File: src/rtl/vga_timing_pkg.sv
// Default 640x480@60 scan timing: porch/sync widths, line/frame totals and sync polarity.
// Draw blocks reuse the visible limits; vga_scan_gen takes these as its parameter defaults.
package vga_timing_pkg;

  localparam int CNT_W     = 10;

  localparam int H_VISIBLE = 640;
  localparam int H_FP      = 16;
  localparam int H_SYNC    = 96;
  localparam int H_BP      = 48;
  localparam int H_TOTAL   = H_VISIBLE + H_FP + H_SYNC + H_BP;

  localparam int V_VISIBLE = 480;
  localparam int V_FP      = 10;
  localparam int V_SYNC    = 2;
  localparam int V_BP      = 33;
  localparam int V_TOTAL   = V_VISIBLE + V_FP + V_SYNC + V_BP;

  localparam int CLK_DIV   = 4;
  localparam int PIPE_DLY  = 1;
  localparam bit SYNC_POL  = 1'b0;

  typedef logic [CNT_W-1:0] cnt_t;

  typedef struct packed {
    logic vis;
    logic hs;
    logic vs;
  } scan_flags_t;

  // Half-open window test [lo, hi) on 10-bit unsigned counters.
  function automatic logic in_window(cnt_t val, cnt_t lo, cnt_t hi);
    return (val >= lo) && (val < hi);
  endfunction

endpackage

File: src/rtl/pix_tick_div.sv
// Pixel-rate strobe: one-clk pix_tick every CLK_DIV clocks while en is high.
// Latency: first pix_tick CLK_DIV clocks after en rises; en low parks div at 0 on the next clk.
// No backpressure; free-running source.
module pix_tick_div #(
  parameter int CLK_DIV = 4
) (
  input  logic clk,
  input  logic rst_n,
  input  logic en,
  output logic pix_tick
);

  localparam logic [3:0] DIV_MAX = 4'(CLK_DIV - 1);

  logic [3:0] div;

  always_ff @(posedge clk or negedge rst_n) begin
    if (!rst_n) begin
      div      <= 4'd0;
      pix_tick <= 1'b0;
    end else if (!en) begin
      div      <= 4'd0;
      pix_tick <= 1'b0;
    end else begin
      pix_tick <= (div == DIV_MAX);
      div      <= (div == DIV_MAX) ? 4'd0 : div + 4'd1;
    end
  end

endmodule

File: src/rtl/vga_scan_gen.sv
// VGA scan source: h/v counters, visible flag and syncs, with flags delayed PIPE_DLY pixel ticks.
// Latency: counters move one clk after pix_tick; flags lag the counters by PIPE_DLY ticks.
// No backpressure; en low parks the scan at (0,0) with all flags inactive.
module vga_scan_gen #(
  parameter int H_VISIBLE = vga_timing_pkg::H_VISIBLE,
  parameter int H_FP      = vga_timing_pkg::H_FP,
  parameter int H_SYNC    = vga_timing_pkg::H_SYNC,
  parameter int H_BP      = vga_timing_pkg::H_BP,
  parameter int V_VISIBLE = vga_timing_pkg::V_VISIBLE,
  parameter int V_FP      = vga_timing_pkg::V_FP,
  parameter int V_SYNC    = vga_timing_pkg::V_SYNC,
  parameter int V_BP      = vga_timing_pkg::V_BP,
  parameter int CLK_DIV   = vga_timing_pkg::CLK_DIV,
  parameter int PIPE_DLY  = vga_timing_pkg::PIPE_DLY,
  parameter bit SYNC_POL  = vga_timing_pkg::SYNC_POL
) (
  input  logic       clk,
  input  logic       rst_n,
  input  logic       en,
  output logic       pix_tick,
  output logic [9:0] h_cnt,
  output logic [9:0] v_cnt,
  output logic       valid,
  output logic       hsync,
  output logic       vsync,
  output logic       line_start,
  output logic       frame_start
);

  import vga_timing_pkg::*;

  localparam int H_TOT = H_VISIBLE + H_FP + H_SYNC + H_BP;
  localparam int V_TOT = V_VISIBLE + V_FP + V_SYNC + V_BP;
  localparam int DEPTH = (PIPE_DLY == 0) ? 1 : PIPE_DLY;

  if (H_TOT > 1023 || V_TOT > 1023 || CLK_DIV < 1 || CLK_DIV > 16 ||
      PIPE_DLY < 0 || PIPE_DLY > 3) begin : g_param_check
    $error("vga_scan_gen: timing parameters out of range");
  end

  localparam cnt_t H_LAST = cnt_t'(H_TOT - 1);
  localparam cnt_t V_LAST = cnt_t'(V_TOT - 1);
  localparam cnt_t H_VIS  = cnt_t'(H_VISIBLE);
  localparam cnt_t V_VIS  = cnt_t'(V_VISIBLE);
  localparam cnt_t HS_LO  = cnt_t'(H_VISIBLE + H_FP);
  localparam cnt_t HS_HI  = cnt_t'(H_VISIBLE + H_FP + H_SYNC);
  localparam cnt_t VS_LO  = cnt_t'(V_VISIBLE + V_FP);
  localparam cnt_t VS_HI  = cnt_t'(V_VISIBLE + V_FP + V_SYNC);

  pix_tick_div #(
    .CLK_DIV (CLK_DIV)
  ) u_div (
    .clk      (clk),
    .rst_n    (rst_n),
    .en       (en),
    .pix_tick (pix_tick)
  );

  always_ff @(posedge clk or negedge rst_n) begin
    if (!rst_n) begin
      h_cnt <= '0;
      v_cnt <= '0;
    end else if (!en) begin
      h_cnt <= '0;
      v_cnt <= '0;
    end else if (pix_tick) begin
      if (h_cnt == H_LAST) begin
        h_cnt <= '0;
        v_cnt <= (v_cnt == V_LAST) ? '0 : v_cnt + 10'd1;
      end else begin
        h_cnt <= h_cnt + 10'd1;
      end
    end
  end

  // Both strobes mark the tick whose closing edge performs the wrap.
  assign line_start  = pix_tick && (h_cnt == H_LAST);
  assign frame_start = line_start && (v_cnt == V_LAST);

  scan_flags_t raw;

  always_comb begin
    raw     = '0;
    raw.vis = (h_cnt < H_VIS) && (v_cnt < V_VIS);
    raw.hs  = in_window(h_cnt, HS_LO, HS_HI);
    raw.vs  = in_window(v_cnt, VS_LO, VS_HI);
  end

  // With no tick delay the flags still get one register stage, refreshed every clk.
  logic        advance;
  scan_flags_t pipe_q [DEPTH];

  assign advance = (PIPE_DLY == 0) || pix_tick;

  always_ff @(posedge clk or negedge rst_n) begin
    if (!rst_n) begin
      for (int i = 0; i < DEPTH; i++) pipe_q[i] <= '0;
    end else if (!en) begin
      for (int i = 0; i < DEPTH; i++) pipe_q[i] <= '0;
    end else if (advance) begin
      pipe_q[0] <= raw;
      for (int i = 1; i < DEPTH; i++) pipe_q[i] <= pipe_q[i-1];
    end
  end

  assign valid = pipe_q[DEPTH-1].vis;
  assign hsync = pipe_q[DEPTH-1].hs ? SYNC_POL : ~SYNC_POL;
  assign vsync = pipe_q[DEPTH-1].vs ? SYNC_POL : ~SYNC_POL;

endmodule

File: config.mk
export PLATFORM = sky130hd
export DESIGN_NAME = vga_scan_gen
export DESIGN_NICKNAME = d
export VERILOG_FILES = /design/src/rtl/vga_timing_pkg.sv /design/src/rtl/pix_tick_div.sv /design/src/rtl/vga_scan_gen.sv
export SDC_FILE = /design/constraint.sdc
export NUM_CORES = 1
export LEC_CHECK = 0
export ABC_AREA = 1
export CAP_MARGIN = 20
export CORE_MARGIN = 2
export CORE_UTILIZATION = 30
export DETAILED_ROUTE_END_ITERATION = 6
export GPL_TIMING_DRIVEN = 0
export HOLD_SLACK_MARGIN = 0.12
export SLEW_MARGIN = 20
export SYNTH_ARGS = -nofsm -noshare
export SYNTH_HDL_FRONTEND = slang
export SYNTH_SLANG_ARGS = --single-unit
File: constraint.sdc
create_clock -name clk -period 1.72 [get_ports clk]
set_input_delay 0.43 -clock clk [delete_from_list [all_inputs] [get_ports clk]]
set_output_delay 0.43 -clock clk [all_outputs]
set_load 0.01 [all_outputs]
==> results_tabular.tex, run 1 <==
\begin{tabular}{lr}
\hline
Metric & Value \\
\hline
\multicolumn{2}{l}{\textbf{Drt}} \\
Violation count after the first detailed-route iteration & 67 \\
Antenna violation net count after detailed routing & 0 \\
Average detailed-routed wire length per instance & roughly 12 um \\
Number of detailed-route iterations in the first pass & 4 \\
Wire length after detailed routing & 4090 um \\
Total number of vias & approximately 1600 \\
Vias per inst & roughly 4.7 \\
Residual DRC & 0 \\
\multicolumn{2}{l}{\textbf{Synthesis}} \\
Adder-cell share of the synthesized area & 0.0390 \\
Post-synthesis average cell area & 7.60 um\^{}2 \\
Synth Area in Simple Gates & 0.344 \\
Main combinational cell family by area after synthesis & simple AND/OR/NAND/NOR gates \\
Compound-gate portion of the synthesized area & 0.0796 \\
Number of cells produced by synthesis & 211 \\
Mapped Area & between 1500 and 2000 um\^{}2 \\
Multiplexer share of the synthesized area & 0 \\
Post-synthesis xor/xnor area fraction & 0.0219 \\
Total of flip-flops plus latches after synthesis & 28 \\
Number of warning messages in the yosys log & 0 \\
Sequential element share of the synthesized area & 0.437 \\
Yosys cell types & 29 \\
Synth Net Count & 219 \\
\multicolumn{2}{l}{\textbf{Power and ir drop}} \\
Maximum vdd ir drop & 357 uV \\
Power density of the placed cells & 549 nW/um\^{}2 \\
Standby leakage power & between 1 and 1.5 nW \\
\multicolumn{2}{l}{\textbf{Worst setup path}} \\
Cell family with the largest share of critical-path delay & flip-flops \\
Standard cell with the maximum stage delay on the critical path & sky130\_fd\_sc\_hd\_\_dfrtp\_2 \\
Crit path launch type & register \\
Setup slack, reg-to-reg & approximately 0.16 ns \\
Length in cells of the worst reg-to-reg path & 10 \\
Crit-path max cell delay & about 0.42 ns \\
Worst reg2reg startpoint & h\_cnt[0] \\
Crit path cell chain & inv\_2, ha\_4, inv\_2, nor4\_2, nand3\_1, nor3\_2, buf\_2 \\
CP max FO & 2 \\
Cell mode on critical path & sky130\_fd\_sc\_hd\_\_inv\_2 \\
Endpoint arrival time on the critical path & approximately 1.5 ns \\
Capture point of the worst reg-to-reg path & v\_cnt[4] \\
Data required time at the worst endpoint & $\sim$1.3 ns \\
Kind of end point of the critical path & primary output \\
Count of buffering cells on the critical path with inverters included & 3 \\
Worst Path Class, Setup & register to primary output \\
\multicolumn{2}{l}{\textbf{CTS}} \\
CTS clock-pin slew for the worst setup and hold paths & 0.10 ns \\
Clock latency at the later pin of the worst-skew pair & $\sim$0.28 ns \\
Number of CTS-inserted buffers & 3 \\
Clock tree from TritonCTS & yes \\
Number of buffers inserted by hold repair at cts & 0 \\
Clock tree root driver cell & sky130\_fd\_sc\_hd\_\_clkbuf\_8 \\
Num Clock Sinks & 28 \\
Longest Clk Path Bufs & 2 \\
Number of H-tree branching levels & 1 \\
\multicolumn{2}{l}{\textbf{Global routing}} \\
First-pass GRT wire length & $\sim$7000 um \\
Via count of the first global-routing pass & 1468 \\
Overall overflow remaining after global route & 0 \\
Antenna violations before repair & 0 \\
Total Routing Usage GR & 0.144 \\
Largest net degree at the start of global routing & 29 \\
\multicolumn{2}{l}{\textbf{Final layout}} \\
Top library cells by usage in the layout, fill and taps aside & 46 x sky130\_fd\_sc\_hd\_\_nand2\_1, 27 x sky130\_fd\_sc\_hd\_\_nor2\_1, 22 x sky130\_fd\_sc\_hd\_\_inv\_1, 22 x sky130\_fd\_sc\_hd\_\_buf\_4, 18 x sky130\_fd\_sc\_hd\_\_nand3\_1 \\
Share of cells above drive strength 1 & 0.240 \\
Final Net Count & about 270 \\
Leading cell type in the layout, fill and taps excluded & sky130\_fd\_sc\_hd\_\_nand2\_1 \\
Area Growth Syn to Fin & 40.7\% \\
Antenna diode count & 0 \\
Post-route non-filler standard cell count & approximately 330 \\
Post-route cell area & $\sim$2300 um\^{}2 \\
\multicolumn{2}{l}{\textbf{Floorplanning}} \\
Initial core utilization & 0.312 \\
Overall die height & 77.1 um \\
Number of rows in the core area & 26 \\
Standard cell core area & around 5100 um\^{}2 \\
Total Die Area & between 5000 and 6000 um\^{}2 \\
Number of placed I/O pins & 29 \\
Die extent in x & roughly 77 um \\
\multicolumn{2}{l}{\textbf{Timing}} \\
Final Skew & around 0.0020 ns \\
Setup repair after global routing missed its margin & true \\
Worst Slack Setup Final & -0.179 ns \\
Shortest period the worst path allows & around 1.9 ns \\
Final Hold Violating Endpoints & 0 \\
Part of the cycle the worst path needs & 1.10 \\
Count of final setup violators & 2 \\
Peak Freq & $\sim$530 MHz \\
Worst slew margin relative to its limit & 0.583 \\
Worst Tran Pin Value & $\sim$0.63 ns \\
Max Transition Viols Final & 0 \\
Total negative slack & -0.247 ns \\
\multicolumn{2}{l}{\textbf{Place}} \\
DP Cell Count & a little over 300 \\
Routability congestion estimate & 0.847 \\
Area after DPL & just under 2000 um\^{}2 \\
Final HPWL DP & around 2800 um \\
Count of input and output buffers & 27 \\
\multicolumn{2}{l}{\textbf{Run status}} \\
Violated checks & negative setup slack \\
Outcome & finished, violations left \\
\multicolumn{2}{l}{\textbf{Min path}} \\
Worst min path class & input pin to async pin \\
\multicolumn{2}{l}{\textbf{Run}} \\
Max-Cap Viols & 0 \\
\hline
\end{tabular}
per-layer routing:
layer | vias up | global-route usage | wire, um
met5 | - | 0 | 0
met4 | 0 | 0.0357 | 33
met3 | 4 | 0.0271 | 163
met2 | 40 | 0.214 | 1810
met1 | 725 | 0.214 | 2090
li1 | 798 | - | -
where the power goes:
group          internal (mW)  leakage (nW)  switching, mW
Sequential             0.673         0.369         0.0108
Clock                  0.205        0.0288          0.214
Combinational         0.0503         0.652         0.0861
cells in the mapped netlist:
master / count / share of area
sky130_fd_sc_hd__nand2_1: 46 / 0.11
sky130_fd_sc_hd__nor2_1: 30 / 0.070
sky130_fd_sc_hd__nand2_2: 2 / 0.0078
sky130_fd_sc_hd__xnor2_1: 1 / 0.0055
sky130_fd_sc_hd__nor4_1: 2 / 0.0078
sky130_fd_sc_hd__nand2_4: 1 / 0.0070
sky130_fd_sc_hd__o21bai_1: 2 / 0.0094
sky130_fd_sc_hd__xor2_1: 3 / 0.016
sky130_fd_sc_hd__nor3_2: 1 / 0.0062
sky130_fd_sc_hd__dfrtp_1: 28 / 0.44
sky130_fd_sc_hd__nor2_2: 2 / 0.0078
sky130_fd_sc_hd__nand3_2: 1 / 0.0062
sky130_fd_sc_hd__o22ai_1: 1 / 0.0039
sky130_fd_sc_hd__buf_4: 1 / 0.0047
sky130_fd_sc_hd__nor2_4: 1 / 0.0070
sky130_fd_sc_hd__inv_1: 24 / 0.056
sky130_fd_sc_hd__o21ai_0: 7 / 0.022
sky130_fd_sc_hd__o21ai_1: 5 / 0.016
sky130_fd_sc_hd__buf_2: 1 / 0.0031
sky130_fd_sc_hd__ha_1: 5 / 0.039
sky130_fd_sc_hd__buf_6: 1 / 0.0070
sky130_fd_sc_hd__o31ai_1: 1 / 0.0047
sky130_fd_sc_hd__a21oi_1: 6 / 0.019
sky130_fd_sc_hd__nand3_1: 18 / 0.056
sky130_fd_sc_hd__o21ai_2: 1 / 0.0055
sky130_fd_sc_hd__clkbuf_1: 1 / 0.0023
sky130_fd_sc_hd__nand4_1: 9 / 0.035
sky130_fd_sc_hd__inv_2: 2 / 0.0047
sky130_fd_sc_hd__nor3_1: 8 / 0.025
repair_timing:
| item | 4_1_cts | 5_1_grt |
|---|---|---|
| buffers inserted | 13 | 8 |
| pin swaps | 7 | 6 |
| endpoints found under the setup margin | 12 | 19 |
| gates resized for setup | 37 | 9 |
| endpoints found under the hold margin | 0 | 0 |
cell type report:
| class | instances | area, um^2 |
|---|---|---|
| repair buffers | 48 | 422 |
| well taps | 70 | 87.6 |
| fillers | 554 | 2880 |
| multi-input cells | 153 | 852 |
| plain buffers | 4 | 27.5 |
| clock buffers | 4 | 55.1 |
| inverters | 26 | 97.6 |
| flip-flops and latches | 28 | 714 |
sequential cells by signal, summed over array words and instances, names as in the netlist:
signal          count
pipe_q              2
u_div.pix_tick      1
h_cnt              10
valid               1
u_div.div           4
v_cnt              10
stage by stage:
stage	hold slack, ns	util	power (mW)	setup WS [ns]
after detailed placement	0.449	0.381	0.812	-0.585
after CTS	0.190	0.422	1.24	-0.261
after global routing	0.208	0.439	1.29	-0.304
final	0.159	0.439	1.24	-0.179
after floorplan	0.134	-	0.763	0.0221
after global placement	0.447	0.382	0.812	-0.599
kinds of logic after synthesis:
logic type,Yosys count
compound gates,23
fa+ha+maj,5
xor+xnor,4
flops,28
simple gates,121
buf+inv,30
how the worst max path moves through the flow:
stage / slack, ns / end / startpoint / cells past startpoint
floorplan: 0.02 / frame_start / v_cnt[0] / 6
global placement: -0.60 / frame_start / v_cnt[0] / 7
detailed placement: -0.59 / frame_start / v_cnt[0] / 7
CTS: -0.26 / frame_start / v_cnt[0] / 7
global route: -0.30 / frame_start / v_cnt[0] / 7
finish: -0.18 / frame_start / v_cnt[0] / 7
Power figures use the tool's default switching activity.
==> run 2, diff against run 1 <==
--- a/config.mk
+++ b/config.mk
@@ -16,3 +16,4 @@
 export SYNTH_ARGS = -nofsm -noshare
 export SYNTH_HDL_FRONTEND = slang
 export SYNTH_SLANG_ARGS = --single-unit
+export TNS_END_PERCENT = 20
==> run 2 against run 1 <==
Against the previous run:
- the flow still finishes with violations (negative setup slack)
- clock power fell by 1%
- sequential share of layout area rose by 1.3 points
- critical path depth fell by 1
- first-iteration DRC count fell by 13%
- register-to-register slack barely moved
- die area did not move
- critical endpoint unchanged
==> results_tabular.tex, run 2 (synthesized netlist as in run 1, its figures left out) <==
\begin{tabular}{lr}
\hline
Metric & Value \\
\hline
\multicolumn{2}{l}{\textbf{Run status}} \\
Outcome & finished, violations left \\
Violated checks & negative setup slack \\
\multicolumn{2}{l}{\textbf{Drt}} \\
Average detailed-routed wire length per instance & approximately 12 um \\
Total number of vias & approximately 1500 \\
Wire length after detailed routing & around 3900 um \\
Residual DRC & 0 \\
Antenna violation net count after detailed routing & 0 \\
Number of detailed-route iterations in the first pass & 4 \\
Vias per inst & 4.69 \\
Violation count after the first detailed-route iteration & 58 \\
\multicolumn{2}{l}{\textbf{Timing}} \\
Final Hold Violating Endpoints & 0 \\
Final Skew & roughly 0.0046 ns \\
Shortest period the worst path allows & around 1.9 ns \\
Worst Tran Pin Value & $\sim$0.64 ns \\
Worst slew margin relative to its limit & 0.573 \\
Worst Slack Setup Final & -0.180 ns \\
Max Transition Viols Final & 0 \\
Count of final setup violators & 2 \\
Setup repair after global routing missed its margin & true \\
Hold\_ws & approximately 0.17 ns \\
Part of the cycle the worst path needs & 1.10 \\
Peak Freq & approximately 530 MHz \\
\multicolumn{2}{l}{\textbf{Floorplanning}} \\
Number of rows in the core area & 26 \\
Number of placed I/O pins & 29 \\
Initial core utilization & 0.312 \\
Total Die Area & 5940 um\^{}2 \\
Die extent in x & between 70 and 80 um \\
Overall die height & just under 80 um \\
Standard cell core area & about 5100 um\^{}2 \\
\multicolumn{2}{l}{\textbf{Final layout}} \\
Leading cell type in the layout, fill and taps excluded & sky130\_fd\_sc\_hd\_\_nand2\_1 \\
Largest registers & h\_cnt (10), v\_cnt (10), u\_div.div (4) \\
Top library cells by usage in the layout, fill and taps aside & 46 x sky130\_fd\_sc\_hd\_\_nand2\_1, 27 x sky130\_fd\_sc\_hd\_\_nor2\_1, 22 x sky130\_fd\_sc\_hd\_\_inv\_1 \\
Post-route non-filler standard cell count & $\sim$320 \\
Area Growth Syn to Fin & 35.6\% \\
Final Net Count & 260 \\
Antenna diode count & 0 \\
Post-route cell area & around 2200 um\^{}2 \\
Share of cells above drive strength 1 & 0.207 \\
\multicolumn{2}{l}{\textbf{Place}} \\
Area after DPL & 1960 um\^{}2 \\
DP Cell Count & 308 \\
Count of input and output buffers & 27 \\
Final HPWL DP & between 2000 and 3000 um \\
Routability congestion estimate & 0.847 \\
Worst setup slack after placement & -0.585 ns \\
\multicolumn{2}{l}{\textbf{CTS}} \\
CTS clock-pin slew for the worst setup and hold paths & about 0.1 ns \\
Number of buffers inserted by hold repair at cts & 0 \\
Longest Clk Path Bufs & 2 \\
Number of CTS-inserted buffers & 3 \\
Num Clock Sinks & 28 \\
Clock tree root driver cell & sky130\_fd\_sc\_hd\_\_clkbuf\_8 \\
Number of H-tree branching levels & 1 \\
Clock tree from TritonCTS & yes \\
Clock latency at the later pin of the worst-skew pair & $\sim$0.28 ns \\
\multicolumn{2}{l}{\textbf{Global routing}} \\
Largest net degree at the start of global routing & 29 \\
First-pass GRT wire length & a little under 7000 um \\
Antenna violations before repair & 0 \\
Total Routing Usage GR & 0.138 \\
Overall overflow remaining after global route & 0 \\
Via count of the first global-routing pass & $\sim$1400 \\
\multicolumn{2}{l}{\textbf{Worst setup path}} \\
Setup slack, reg-to-reg & 0.15 ns \\
Crit path cell chain & inv\_1, nand2\_1, nor2\_2, nand3\_4, nor3\_2, buf\_2 \\
Standard cell with the maximum stage delay on the critical path & sky130\_fd\_sc\_hd\_\_dfrtp\_1 \\
Endpoint arrival time on the critical path & around 1.5 ns \\
Data required time at the worst endpoint & $\sim$1.3 ns \\
Worst Path Class, Setup & register to primary output \\
Capture point of the critical path & frame\_start \\
Worst reg2reg startpoint & h\_cnt[7] \\
CP max FO & 5 \\
Capture point of the worst reg-to-reg path & v\_cnt[3] \\
Crit-path max cell delay & $\sim$0.43 ns \\
Kind of end point of the critical path & primary output \\
Worst Setup SP & h\_cnt[7] \\
Crit path launch type & register \\
Length in cells of the worst reg-to-reg path & 10 \\
\multicolumn{2}{l}{\textbf{Run}} \\
Max-Cap Viols & 0 \\
\multicolumn{2}{l}{\textbf{Power and ir drop}} \\
Maximum vdd ir drop & about 340 uV \\
Standby leakage power & approximately 1.1 nW \\
Power density of the placed cells & between 500 and 600 nW/um\^{}2 \\
Tot Pwr & about 1.2 mW \\
\multicolumn{2}{l}{\textbf{Min path}} \\
Worst min path class & input pin to async pin \\
\hline
\end{tabular}
run 2: final cells by class:
type,instances,area (um^2)
Fill cell,553,2970
Multi-Input combinational cell,153,852
Sequential cell,28,716
Timing Repair Buffer,36,338
Inverter,26,97.6
Tap cell,70,87.6
Clock buffer,4,55.1
Buffer,4,27.5
run 2: critical path: cells and delay by family (launching register included):
kind                   cells  cell delay (ns)
buffers and inverters      2             0.26
DFF                        1             0.43
and+or+nand+nor            4             0.49
run 2: how the worst min path moves through the flow:
stage	from	endpoint	slack, ns	depth (start not counted)
after global routing	rst_n	u_div.div[2]	0.21	1
after floorplan	rst_n	h_cnt[0]	0.13	0
after detailed placement	u_div.div[0]	u_div.div[0]	0.45	1
after global placement	u_div.div[0]	u_div.div[0]	0.45	1
after CTS	rst_n	u_div.div[1]	0.19	1
final	rst_n	v_cnt[7]	0.17	1
run 2: power breakdown:
group          internal, mW  leakage [nW]  switching [mW]
clock network         0.205        0.0288           0.208
logic                0.0492         0.676          0.0861
registers             0.672         0.368          0.0110
run 2: timing repair:
action / in CTS / in global routing
endpoints found under the setup margin: 12 / 19
buffers inserted: 8 / 1
pin swaps: 7 / 6
resized for setup: 40 / 14
run 2: stage by stage:
stage / utilization / TNS, ns
3_5_place_dp: 0.381 / -1.04
2_1_floorplan: - / 0
3_3_place_gp: 0.382 / -9.04
5_1_grt: 0.423 / -0.450
6_report: 0.423 / -0.255
4_1_cts: 0.414 / -0.389
run 2: layer usage:
layer / up-vias / global-route usage / wire length, um
met5: - / 0 / 0
met4: 0 / 0.0357 / 33
met3: 4 / 0.0271 / 147
met2: 32 / 0.206 / 1710
met1: 696 / 0.203 / 2000
li1: 775 / - / -
